`config.mk`:
```
export PLATFORM = sky130hd
export DESIGN_NAME = renkon_conv_wbuf_flat
export DESIGN_NICKNAME = d
export VERILOG_FILES = /design/src/rtl/renkon_conv_wbuf_if.sv /design/src/rtl/renkon_conv_wbuf.sv /design/src/flat_wrapper.sv
export SDC_FILE = /design/constraint.sdc
export NUM_CORES = 1
export LEC_CHECK = 0
export CORE_ASPECT_RATIO = 0.5
export CORE_UTILIZATION = 59
export DETAILED_ROUTE_END_ITERATION = 12
export GPL_ROUTABILITY_DRIVEN = 0
export PLACE_DENSITY_LB_ADDON = 0.12
export SYNTH_ARGS = -nofsm -noshare
export SYNTH_HDL_FRONTEND = slang
export SYNTH_SLANG_ARGS = --single-unit
```
`constraint.sdc`:
```
create_clock -name clk -period 3.5 [get_ports clk]
set_input_delay 0.7 -clock clk [delete_from_list [all_inputs] [get_ports clk]]
set_output_delay 0.7 -clock clk [all_outputs]
set_load 0.05 [all_outputs]
```
`src/rtl/renkon_conv_wbuf_if.sv`:
```
// Weight-stream / active-tap bundle for renkon_conv_wbuf.
// The bias signal exists only when RENKON_WBUF_BIAS_EN is defined.
interface renkon_conv_wbuf_if #(
    parameter int DWIDTH = 16,
    parameter int FSIZE  = 5
);
    localparam int N = FSIZE * FSIZE;

    logic                wreg_clr;
    logic                wreg_we;
    logic [DWIDTH-1:0]   read_weight;
    logic                swap;
    logic                load_done;
    logic                active_valid;
    logic [DWIDTH*N-1:0] weight;
`ifdef RENKON_WBUF_BIAS_EN
    logic [DWIDTH-1:0]   bias;

    modport master (
        output wreg_clr, wreg_we, read_weight, swap,
        input  load_done, active_valid, weight, bias
    );
    modport slave (
        input  wreg_clr, wreg_we, read_weight, swap,
        output load_done, active_valid, weight, bias
    );
`else
    modport master (
        output wreg_clr, wreg_we, read_weight, swap,
        input  load_done, active_valid, weight
    );
    modport slave (
        input  wreg_clr, wreg_we, read_weight, swap,
        output load_done, active_valid, weight
    );
`endif
endinterface

```
`src/rtl/renkon_conv_wbuf.sv`:
```
// Double-buffered conv weight buffer: serial shadow load, one-cycle swap to the active bank.
// Optional bias word (load length N+1) enabled by the RENKON_WBUF_BIAS_EN macro.
module renkon_conv_wbuf #(
    parameter int DWIDTH = 16,
    parameter int FSIZE  = 5
) (
    input  logic              clk,
    input  logic              xrst,
    renkon_conv_wbuf_if.slave wbuf
);
    localparam int N = FSIZE * FSIZE;
`ifdef RENKON_WBUF_BIAS_EN
    localparam int L = N + 1;
`else
    localparam int L = N;
`endif
    localparam int CW = $clog2(L + 1);

    typedef enum logic [1:0] {
        ST_EMPTY = 2'd0,
        ST_LOAD  = 2'd1,
        ST_FULL  = 2'd2
    } state_t;

    state_t              state_r;
    state_t              state_nxt_s;
    logic [CW-1:0]       cnt_r;
    logic [CW-1:0]       cnt_nxt_s;
    logic                accept_s;
    logic                xfer_s;
    logic                shift_s;
    logic                load_done_nxt_s;
    logic                load_done_r;
    logic                active_valid_r;
    logic [DWIDTH-1:0]   shadow_r [N];
    logic [DWIDTH*N-1:0] weight_r;
`ifdef RENKON_WBUF_BIAS_EN
    logic [CW-1:0]       pos_s;
    logic                bias_cap_s;
    logic [DWIDTH-1:0]   shadow_bias_r;
    logic [DWIDTH-1:0]   bias_r;
`endif

    // State and load-count register.
    always_ff @(posedge clk or negedge xrst) begin
        if (!xrst) begin
            state_r <= ST_EMPTY;
            cnt_r   <= '0;
        end else begin
            state_r <= state_nxt_s;
            cnt_r   <= cnt_nxt_s;
        end
    end

    // Next count/state: clear beats swap beats write; swap in FULL may start the next set.
    always_comb begin
        cnt_nxt_s   = cnt_r;
        state_nxt_s = state_r;
        if (wbuf.wreg_clr) begin
            cnt_nxt_s = '0;
        end else if (wbuf.swap && (state_r == ST_FULL)) begin
            cnt_nxt_s = wbuf.wreg_we ? CW'(1) : '0;
        end else if (wbuf.wreg_we && (state_r != ST_FULL)) begin
            cnt_nxt_s = cnt_r + CW'(1);
        end else begin
            cnt_nxt_s = cnt_r;
        end

        if (cnt_nxt_s == '0) begin
            state_nxt_s = ST_EMPTY;
        end else if (cnt_nxt_s == CW'(L)) begin
            state_nxt_s = ST_FULL;
        end else begin
            state_nxt_s = ST_LOAD;
        end
    end

    // Datapath controls decoded from the current state.
    always_comb begin
        xfer_s   = 1'b0;
        accept_s = 1'b0;
        case (state_r)
            ST_EMPTY, ST_LOAD: begin
                xfer_s   = 1'b0;
                accept_s = wbuf.wreg_we && !wbuf.wreg_clr;
            end
            ST_FULL: begin
                xfer_s   = wbuf.swap && !wbuf.wreg_clr;
                accept_s = wbuf.swap && !wbuf.wreg_clr && wbuf.wreg_we;
            end
            default: begin
                xfer_s   = 1'b0;
                accept_s = 1'b0;
            end
        endcase
        load_done_nxt_s = (state_nxt_s == ST_FULL);
    end

`ifdef RENKON_WBUF_BIAS_EN
    // Word slot within the set; a word accepted alongside a swap is slot 0 of the next set.
    always_comb begin
        pos_s      = (state_r == ST_FULL) ? '0 : cnt_r;
        shift_s    = accept_s && (pos_s < CW'(N));
        bias_cap_s = accept_s && (pos_s == CW'(N));
    end
`else
    // Every accepted word goes into the tap shift chain.
    always_comb begin
        shift_s = accept_s;
    end
`endif

    // Shadow tap shift chain: oldest word ends at tap 0.
    always_ff @(posedge clk or negedge xrst) begin
        if (!xrst) begin
            for (int k = 0; k < N; k++) begin
                shadow_r[k] <= '0;
            end
        end else if (shift_s) begin
            for (int k = 0; k < N - 1; k++) begin
                shadow_r[k] <= shadow_r[k + 1];
            end
            shadow_r[N - 1] <= wbuf.read_weight;
        end
    end

    // Active bank captures the pre-shift shadow on a qualifying swap.
    always_ff @(posedge clk or negedge xrst) begin
        if (!xrst) begin
            weight_r <= '0;
        end else if (xfer_s) begin
            for (int k = 0; k < N; k++) begin
                weight_r[DWIDTH*k +: DWIDTH] <= shadow_r[k];
            end
        end
    end

`ifdef RENKON_WBUF_BIAS_EN
    // Shadow and active bias registers.
    always_ff @(posedge clk or negedge xrst) begin
        if (!xrst) begin
            shadow_bias_r <= '0;
            bias_r        <= '0;
        end else begin
            if (bias_cap_s) begin
                shadow_bias_r <= wbuf.read_weight;
            end
            if (xfer_s) begin
                bias_r <= shadow_bias_r;
            end
        end
    end

    assign wbuf.bias = bias_r;
`endif

    // Registered status flags.
    always_ff @(posedge clk or negedge xrst) begin
        if (!xrst) begin
            load_done_r    <= 1'b0;
            active_valid_r <= 1'b0;
        end else begin
            load_done_r <= load_done_nxt_s;
            if (xfer_s) begin
                active_valid_r <= 1'b1;
            end
        end
    end

    assign wbuf.load_done    = load_done_r;
    assign wbuf.active_valid = active_valid_r;
    assign wbuf.weight       = weight_r;

endmodule

```
`src/flat_wrapper.sv`:
```
// flat-port wrapper written by rule: the top's interface ports become plain ports
module renkon_conv_wbuf_flat 
#(
    parameter int DWIDTH = 16,
    parameter int FSIZE  = 5
)
  (clk, xrst, wbuf_wreg_clr, wbuf_wreg_we, wbuf_read_weight, wbuf_swap, wbuf_load_done, wbuf_active_valid, wbuf_weight);
  renkon_conv_wbuf_if #(.DWIDTH(DWIDTH), .FSIZE(FSIZE)) wbuf_i ();
  input  logic clk;
  input  logic xrst;
  input wire logic [$bits(wbuf_i.wreg_clr)-1:0] wbuf_wreg_clr;
  input wire logic [$bits(wbuf_i.wreg_we)-1:0] wbuf_wreg_we;
  input wire logic [$bits(wbuf_i.read_weight)-1:0] wbuf_read_weight;
  input wire logic [$bits(wbuf_i.swap)-1:0] wbuf_swap;
  output wire logic [$bits(wbuf_i.load_done)-1:0] wbuf_load_done;
  output wire logic [$bits(wbuf_i.active_valid)-1:0] wbuf_active_valid;
  output wire logic [$bits(wbuf_i.weight)-1:0] wbuf_weight;
  assign wbuf_i.wreg_clr = wbuf_wreg_clr;
  assign wbuf_i.wreg_we = wbuf_wreg_we;
  assign wbuf_i.read_weight = wbuf_read_weight;
  assign wbuf_i.swap = wbuf_swap;
  assign wbuf_load_done = wbuf_i.load_done;
  assign wbuf_active_valid = wbuf_i.active_valid;
  assign wbuf_weight = wbuf_i.weight;
  renkon_conv_wbuf #(.DWIDTH(DWIDTH), .FSIZE(FSIZE)) u_core (.clk(clk), .xrst(xrst), .wbuf(wbuf_i));
endmodule
```
==> results.yml, run 1 <==
synthesis:
  avgSynthCellArea_um2: 17.3
  synth_top_cells_by_area: "dfrtp_1 (67%), mux2_2 (27%), mux2_1 (3.2%), buf_4 (0.98%), buf_2 (0.82%)"
  ys_seq_area_share_pct: 67.4
  synth-xor-area-share_pct: 0.0292
  synth_area_leader_cell: "dfrtp_1"
  synth_mux_area_share_pct: 30.0
  synthesis.area_um2: 30000
  netlist.area_leader.share_pct: 67.4
  synth_cell_types: 28
  syn_nets: 1757
  synth_commonest_cells: "dfrtp_1 (808), mux2_2 (715), mux2_1 (85)"
  synth-simple-area-share_pct: 0.417
  synth_top_flop_cell: "dfrtp_1"
  synth_edf_count: 0
  async_reset_ff_share_pct: 100
  synth_fa_ha_area_share_pct: 0.0417
  synth_top_family_by_area: "multiplexers"
  synth-compound-area-share_pct: 0.296
  ys_seq_elements: 808
  yosysMostFrequentCell: "dfrtp_1"
  syn_inst: 1735
  yosysWarningCount: 0
worst_setup_path:
  crit_arrival_ns: 1.83
  worstSetupStartpointType: "flop"
  ff2ff_setup_slack_ns: 1.35
  worstPathRequired_ns: 2.80
  path_delay_family: "buffers and inverters"
  critPathKind: "flop to output port"
  slowest_delay_ns: 0.83
  cp_max_fo: 5
  slowest_stage: "clkdlybuf4s50_1"
  cp-end-kind: "output port"
  crit_chain: "clkdlybuf4s50_1"
  critical_path.n_buffers_inverters: 1
global_route:
  grt_max_degree: 102
  grtUsageTotal_pct: 24.0
  antenna_found_initial: 0
  first_global_vias: 16600
  grt_overflow: 0
  grt_pass1_wl_um: 96800
floorplanning:
  die_area_um2: 51800
  num_rows: 58
  die_h_um: 162
  die_x_um: 321
  start_util_pct: 59.8
  pin_count: 423
  coreArea_um2: 50200
drt:
  drt-met1-wl_um: 25000
  via_count: 15700
  dr_wl_met3_um: 2220
  antenna_left: 0
  top_layer_used: "met4"
  drt-initial-drc-count: 780
  drc_errors: 0
  firstDrtPassIters: 4
  wl_per_cell_um: 20.7
  wl_met2_um: 31400
  routed_wirelength_um: 60400
  viasPerCell: 5.37
timing:
  setup_viol: 0
  hold_viol: 0
  relSlewSlack_pct: 59.0
  final.setup.tns_ns: 0
  rsz0062_at_grt: "no"
  worst_slew_pin_slew_ns: 0.613
  fin_crit_ns: 2.53
  period_share_pct: 72.4
  maxSlewViolCount: 0
  setup_slack_ns: 0.967
  max_freq_mhz: 395
  fin_worst_skew_ns: 0.0147
power:
  swShare_pct: 24.0
  clockPowerShare_pct: 36.3
  pwr_density_cell_nw_per_um2: 570
  p_int_mw: 16.2
  power.net_switching_mw: 5.12
  p_comb_share_pct: 8.2
  pwr-share-seq_pct: 55.5
  peakVddDrop_v: 0.000360
  p_leak_nw: 17.9
job:
  max_cap_violations: 0
place:
  dp_cells: 2798
  hpwl_um: 40200
  place.port_buffers: 422
  dp_slack_ns: 0.677
clocking:
  clkLatencyLatePin_ns: 0.59
  cts_resized: 0
  cts_setup_buffers: 0
  cts_buffers: 70
  ctsHoldBuffers: 0
  cts_tree: "done"
  cts.htree.levels: 3
  cts_buffer_depth: 3
  clock_sinks: 808
  root_buffer: "clkbuf_16"
  clk_pin_slew_worst_paths_ns: 0.06
final_layout:
  diodes: 0
  final_cell_count_no_fill: 2921
  nets: 2202
  area_growth_pct: 24.7
  drive_gt1_share_pct: 39.1
outcome:
  status: "complete, no violations"
worst_hold_path:
  hold_path_class: "input port to async pin"
-- worst paths after layout --
check,end,cells past startpoint,start
setup / recovery,wbuf_load_done,1,u_core.wbuf.load_done
hold / removal,u_core.shadow_r[395],1,xrst
setup reg to reg,u_core.wbuf.weight[366],5,u_core.state_r[0]
hold reg to reg,u_core.shadow_r[396],1,u_core.shadow_r[396]
max in group asynchronous,u_core.wbuf.weight[218],3,xrst
min in group clk,u_core.shadow_r[396],1,u_core.shadow_r[396]
-- cells in the final DEF (no fill, tap or decap), types with 2 or more instances in the layout --
cell type and n:
dfrtp_1 808, mux2_2 715, clkdlybuf4s50_1 421, mux2_1 85
clkbuf_16 73, buf_12 21, clkinv_2 19, buf_4 18
clkbuf_8 17, clkbuf_1 11, nor2_1 5, a21oi_1 3
bufinv_16 3, nand2_1 2, o31ai_1 2, or4_1 2
a21oi_2 2, inv_1 2, nand2b_1 2, nor2b_1 2
a221oi_1 2, o21ai_0 2
-- layout make-up --
cell class | count | area, µm²
Clock buffer | 101 | 2100
Tap cell | 690 | 863
Timing Repair Buffer | 461 | 4780
Multi-Input combinational cell | 837 | 9270
Clock inverter | 22 | 185
Fill cell | 3193 | 12800
Sequential cell | 808 | 20200
Inverter | 2 | 7.51
-- cells by family after synthesis --
logic type               count (synthesis)
buffers and inverters                   90
AND/OR/NAND/NOR                         21
XOR/XNOR                                 1
multiplexers                           801
adder cells (fa/ha/maj)                  1
AO/OA/AOI/OAI                           13
flip-flops                             808
-- per-layer routing --
metal | vias up | global-route usage (%)
met1 | 8299 | 31.3
met2 | 234 | 40.8
met4 | 0 | 7.32
met5 | - | 0
li1 | 7041 | -
met3 | 109 | 4.90
-- state kept, by name, indices dropped and copies added, names as in the netlist --
signal	count
u_core.cnt_r	5
u_core.shadow_r	400
u_core.state_r	1
u_core.wbuf.active_valid	1
u_core.wbuf.load_done	1
u_core.wbuf.weight	400
-- power groups by stage --
stage	logic, mW	clock network, mW	registers (mW)
3_5_place_dp	1.76	0	12.0
6_report	1.75	7.74	11.8
2_1_floorplan	1.37	0	11.4
5_1_grt	1.95	8.31	12.0
3_3_place_gp	1.68	0	11.9
4_1_cts	1.79	7.92	11.8
-- through the flow --
| stage | total power, mW | hold slack, ns | util [%] | instance area (µm²) |
|---|---|---|---|---|
| floorplan | 12.8 | 0.404 | - | 30000 |
| global placement | 13.6 | 0.454 | 70.0 | 35100 |
| detailed placement | 13.8 | 0.469 | 70.0 | 35100 |
| CTS | 21.6 | 0.0403 | 74.5 | 37400 |
| global route | 22.3 | 0.0563 | 74.5 | 37400 |
| finish | 21.3 | 0.0487 | 74.5 | 37400 |
(Power assumes the default switching activity.)
==> run 2, diff against run 1 <==
--- a/config.mk
+++ b/config.mk
@@ -6,7 +6,7 @@
 export NUM_CORES = 1
 export LEC_CHECK = 0
 export CORE_ASPECT_RATIO = 0.5
-export CORE_UTILIZATION = 59
+export CORE_UTILIZATION = 49
 export DETAILED_ROUTE_END_ITERATION = 12
 export GPL_ROUTABILITY_DRIVEN = 0
 export PLACE_DENSITY_LB_ADDON = 0.12
==> constraint.sdc (replaced) <==
create_clock -name clk -period 2.1 [get_ports clk]
set_input_delay 0.42 -clock clk [delete_from_list [all_inputs] [get_ports clk]]
set_output_delay 0.42 -clock clk [all_outputs]
set_load 0.05 [all_outputs]
==> results.yml, run 2 (synthesis results as in run 1) <==
timing:
  max_freq_mhz: 499
  setup_slack_ns: 0.0955
  fin_crit_ns: 2.00
  setup_viol: 0
  relSlewSlack_pct: 62.1
  rsz0062_at_grt: "no"
  hold_viol: 0
  final.setup.tns_ns: 0
  fin_worst_skew_ns: 0.0148
  period_share_pct: 95.5
  maxSlewViolCount: 0
  worst_slew_pin_slew_ns: 0.571
final_layout:
  nets: 2256
  area_growth_pct: 25.8
  fin_util_pct: 63.0
  final_cell_mix: "dfrtp_1 (808), mux2_2 (715), dlygate4sd2_1 (371)"
  diodes: 0
  ff_latch_area_um2: 20200
  multi_input_area_um2: 9270
  n_fill_cell: 4609
  fin_area_um2: 37800
  mostFrequentLayoutCell: "dfrtp_1"
  drive_gt1_share_pct: 41.3
floorplanning:
  die_h_um: 177
  die_x_um: 352
  coreArea_um2: 59900
  pin_count: 423
  num_rows: 63
  start_util_pct: 50.1
  die_area_um2: 62300
place:
  dp_slack_ns: -0.240
  place_area_um2: 36000
  place.port_buffers: 422
  hpwl_um: 44700
global_route:
  antenna_found_initial: 0
  grtUsageTotal_pct: 20.7
  grt_overflow: 0
  first_global_vias: 16800
  grt_max_degree: 82
  grt_pass1_wl_um: 101000
power:
  p_leak_nw: 20.1
  peakVddDrop_v: 0.000549
  power.total_mw: 35.5
  pwr_density_cell_nw_per_um2: 941
drt:
  drc_errors: 0
  via_count: 15900
  viasPerCell: 5.15
  firstDrtPassIters: 4
  wl_per_cell_um: 20.3
  antenna_left: 0
  routed_wirelength_um: 62800
  drt-initial-drc-count: 668
clocking:
  clkLatencyLatePin_ns: 0.59
  cts_tree: "done"
  root_buffer: "clkbuf_16"
  clock_sinks: 808
  cts_buffers: 72
  cts_buffer_depth: 3
  clk_pin_slew_worst_paths_ns: 0.06
  cts.htree.levels: 3
worst_setup_path:
  worstPathRequired_ns: 2.57
  worstSetupStartpointType: "flop"
  critPathKind: "flop to flop"
  cp-end-kind: "flop"
  cp_max_fo: 18
  crit_arrival_ns: 2.47
worst_hold_path:
  hold_path_class: "input port to async pin"
job:
  max_cap_violations: 0
outcome:
  status: "complete, no violations"
-- run 2: changes by cell type in the layout (fill, tap and decap cells not counted), sizes merged --
cell / before / now
buf: 40 / 122
clkdlybuf4s50: 421 / 19
bufinv: 3 / 1
dlygate4sd3: 0 / 1
dlygate4sd2: 0 / 371
clkinv: 19 / 5
clkbuf: 101 / 110
inv: 2 / 5
-- run 2: final timing paths --
path | from | end | slack [ns] | cells after the start
min in group clk | wbuf_read_weight[2] | u_core.shadow_r[2] | 0.42 | 2
hold reg to reg | u_core.wbuf.active_valid | u_core.wbuf.active_valid | 0.47 | 1
setup / recovery | u_core.state_r[0] | u_core.wbuf.weight[44] | 0.1 | 6
setup reg to reg | u_core.state_r[0] | u_core.wbuf.weight[44] | 0.1 | 6
max in group asynchronous | xrst | u_core.shadow_r[221] | 0.93 | 4
hold / removal | xrst | u_core.wbuf.weight[11] | 0.33 | 2
-- run 2: metrics by stage --
stage	hold slack, ns	instances
5_1_grt	0.336	3091
6_report	0.331	3091
2_1_floorplan	0.124	1735
3_3_place_gp	0.358	2971
4_1_cts	0.316	3091
3_5_place_dp	0.361	2971
-- run 2: report_power, final --
part | switching (mW) | internal [mW] | total, mW | leakage [nW]
registers | 1.92 | 17.8 | 19.7 | 10.9
logic | 1.03 | 1.95 | 2.98 | 8.11
clock network | 5.55 | 7.27 | 12.8 | 1.11
total | 8.50 | 27.0 | 35.5 | 20.1
-- run 2: critical path, cell delays in order (launching register included) --
cell and delay, ns:
dfrtp_1 0.42, nand2b_1 0.24, nor3b_4 0.28, buf_4 0.21
buf_12 0.17, buf_12 0.18, mux2_2 0.35
-- run 2: layout make-up --
class                   count  area share (%)
well taps                 812            2.69
inverters                   2          0.0199
clock inverters             9           0.222
multi-input cells         837            24.5
repair buffers            513            13.2
flip-flops and latches    808            53.5
clock buffers             110            5.78
-- run 2: metal layers --
| layer | vias to the layer above | wire length (µm) | GRT usage, % |
|---|---|---|---|
| li1 | 7164 | - | - |
| met1 | 8461 | 26400 | 26.7 |
| met2 | 216 | 33100 | 36.2 |
| met3 | 70 | 2380 | 4.39 |
| met4 | 0 | 899 | 4.46 |
| met5 | - | 0 | 0 |
-- run 2: what timing repair did --
item / CTS / global route
resized for setup: 371 / 0
hold endpoints to repair: 27 / 0
buffers inserted: 0 / 0
hold buffers: 1 / 0
setup endpoints to repair: 371 / 0
==> run 3, diff against run 2 <==
--- a/config.mk
+++ b/config.mk
@@ -10,6 +10,8 @@
 export DETAILED_ROUTE_END_ITERATION = 12
 export GPL_ROUTABILITY_DRIVEN = 0
 export PLACE_DENSITY_LB_ADDON = 0.12
+export RECOVER_POWER = 25
 export SYNTH_ARGS = -nofsm -noshare
 export SYNTH_HDL_FRONTEND = slang
 export SYNTH_SLANG_ARGS = --single-unit
+export TNS_END_PERCENT = 5
==> results.yml, run 3 (synthesis results as in run 1) <==
outcome:
  status: "complete, no violations"
drt:
  firstDrtPassIters: 4
  wl_per_cell_um: 20.3
  routed_wirelength_um: 62700
  via_count: 15900
  drt-initial-drc-count: 703
  viasPerCell: 5.15
  drc_errors: 0
  antenna_left: 0
global_route:
  grt_pass1_wl_um: 101000
  grt_max_degree: 82
  first_global_vias: 16800
  grt_overflow: 0
  antenna_found_initial: 0
  grtUsageTotal_pct: 20.7
power:
  power.net_switching_mw: 8.49
  p_comb_share_pct: 8.3
  swShare_pct: 23.9
  p_int_mw: 27.0
  power.total_mw: 35.5
  pwr_density_cell_nw_per_um2: 944
  pwr-share-seq_pct: 55.6
  clockPowerShare_pct: 36.1
  peakVddDrop_v: 0.000549
  p_leak_nw: 20.0
worst_setup_path:
  r2r_cells: 6
  crit_chain: "nand2b_1 -> nor3b_4 -> buf_4 -> buf_12 -> buf_12 -> mux2_2"
  r2r-end: "u_core.wbuf.weight[44]"
  worstSetupStartpointType: "flop"
  critical_path.n_buffers_inverters: 3
  worstPathRequired_ns: 2.57
  worst_r2r_startpoint: "u_core.state_r[0]"
  crit_top_cell: "buf_12"
  crit_start: "u_core.state_r[0]"
  slowest_delay_ns: 0.42
  slowest_stage: "dfrtp_1"
  crit_arrival_ns: 2.48
  cp_max_fo: 18
  cp-end-kind: "flop"
  path_delay_family: "buffers and inverters"
  ff2ff_setup_slack_ns: 0.09
  crit_cells: 6
  critPathKind: "flop to flop"
final_layout:
  nets: 2256
  fin_util_pct: 62.8
  n_fill_cell: 4628
  area_growth_pct: 25.3
  multi_input_area_um2: 9270
  fin_area_um2: 37600
  mostFrequentLayoutCell: "dfrtp_1"
  final_cell_mix: "dfrtp_1 (808), mux2_2 (715), dlygate4sd2_1 (371)"
  final_cell_count_no_fill: 3091
  ff_latch_area_um2: 20200
  diodes: 0
  drive_gt1_share_pct: 40.9
timing:
  worst_slew_pin_slew_ns: 1.10
  rsz0062_at_grt: "no"
  relSlewSlack_pct: 26.4
  hold_viol: 0
  setup_viol: 0
  holdWs_ns: 0.308
  fin_worst_skew_ns: 0.0148
  final.setup.tns_ns: 0
  max_freq_mhz: 499
  fin_crit_ns: 2.01
  setup_slack_ns: 0.0946
  maxSlewViolCount: 0
  period_share_pct: 95.5
clocking:
  clock_sinks: 808
  cts.htree.levels: 3
  root_buffer: "clkbuf_16"
  clk_pin_slew_worst_paths_ns: 0.06
  cts_setup_buffers: 0
  cts_tree: "done"
  clkLatencyLatePin_ns: 0.59
  cts_buffers: 72
  cts_buffer_depth: 3
place:
  dp_slack_ns: -0.240
  hpwl_um: 44700
  dp_cells: 2971
  place_area_um2: 36000
  place.port_buffers: 422
worst_hold_path:
  hold_path_class: "input port to async pin"
floorplanning:
  num_rows: 63
  die_x_um: 352
  die_area_um2: 62300
  coreArea_um2: 59900
  die_h_um: 177
  start_util_pct: 50.1
  pin_count: 423
job:
  max_cap_violations: 0
run 3: cell types whose count changed in the layout (fill, tap and decap cells not counted):
cell      delta
buf_12       -8
clkbuf_4     +3
clkbuf_2     +6
buf_4       -10
clkbuf_1     +9
run 3: how the worst max path moves through the flow:
stage	slack, ns	to
after floorplan	0.18	u_core.wbuf.weight[314]
after global placement	-0.26	u_core.shadow_r[82]
after detailed placement	-0.24	u_core.shadow_r[350]
after CTS	0.08	wbuf_weight[316]
after global routing	0.06	u_core.wbuf.weight[324]
final	0.09	u_core.wbuf.weight[44]
run 3: final cells by class:
| class | count | share of cell area (%) |
|---|---|---|
| inverters | 2 | 0.0200 |
| clock buffers | 110 | 5.80 |
| well taps | 812 | 2.70 |
| flip-flops and latches | 808 | 53.8 |
| multi-input cells | 837 | 24.6 |
| repair buffers | 513 | 12.9 |
| clock inverters | 9 | 0.223 |
run 3: power groups by stage:
| stage | clock (mW) | combinational [mW] | sequential [mW] |
|---|---|---|---|
| 2_1_floorplan | 0 | 2.28 | 19.1 |
| 3_3_place_gp | 0 | 2.90 | 20.0 |
| 3_5_place_dp | 0 | 3.03 | 20.0 |
| 4_1_cts | 13.2 | 3.05 | 19.8 |
| 5_1_grt | 13.8 | 3.29 | 20.1 |
| 6_report | 12.8 | 2.94 | 19.7 |
run 3: routing by layer:
metal	vias to the layer above	GRT usage [%]	wire length [µm]
met2	212	36.2	33100
met4	0	4.46	905
li1	7176	-	-
met5	-	0	0
met3	68	4.39	2340
met1	8476	26.7	26300
run 3: repair_timing:
| item | 4_1_cts | 5_1_grt |
|---|---|---|
| endpoints found under the setup margin | 371 | 0 |
| endpoints found under the hold margin | 27 | 0 |
| gates resized for setup | 371 | 0 |
| hold buffers | 1 | 0 |
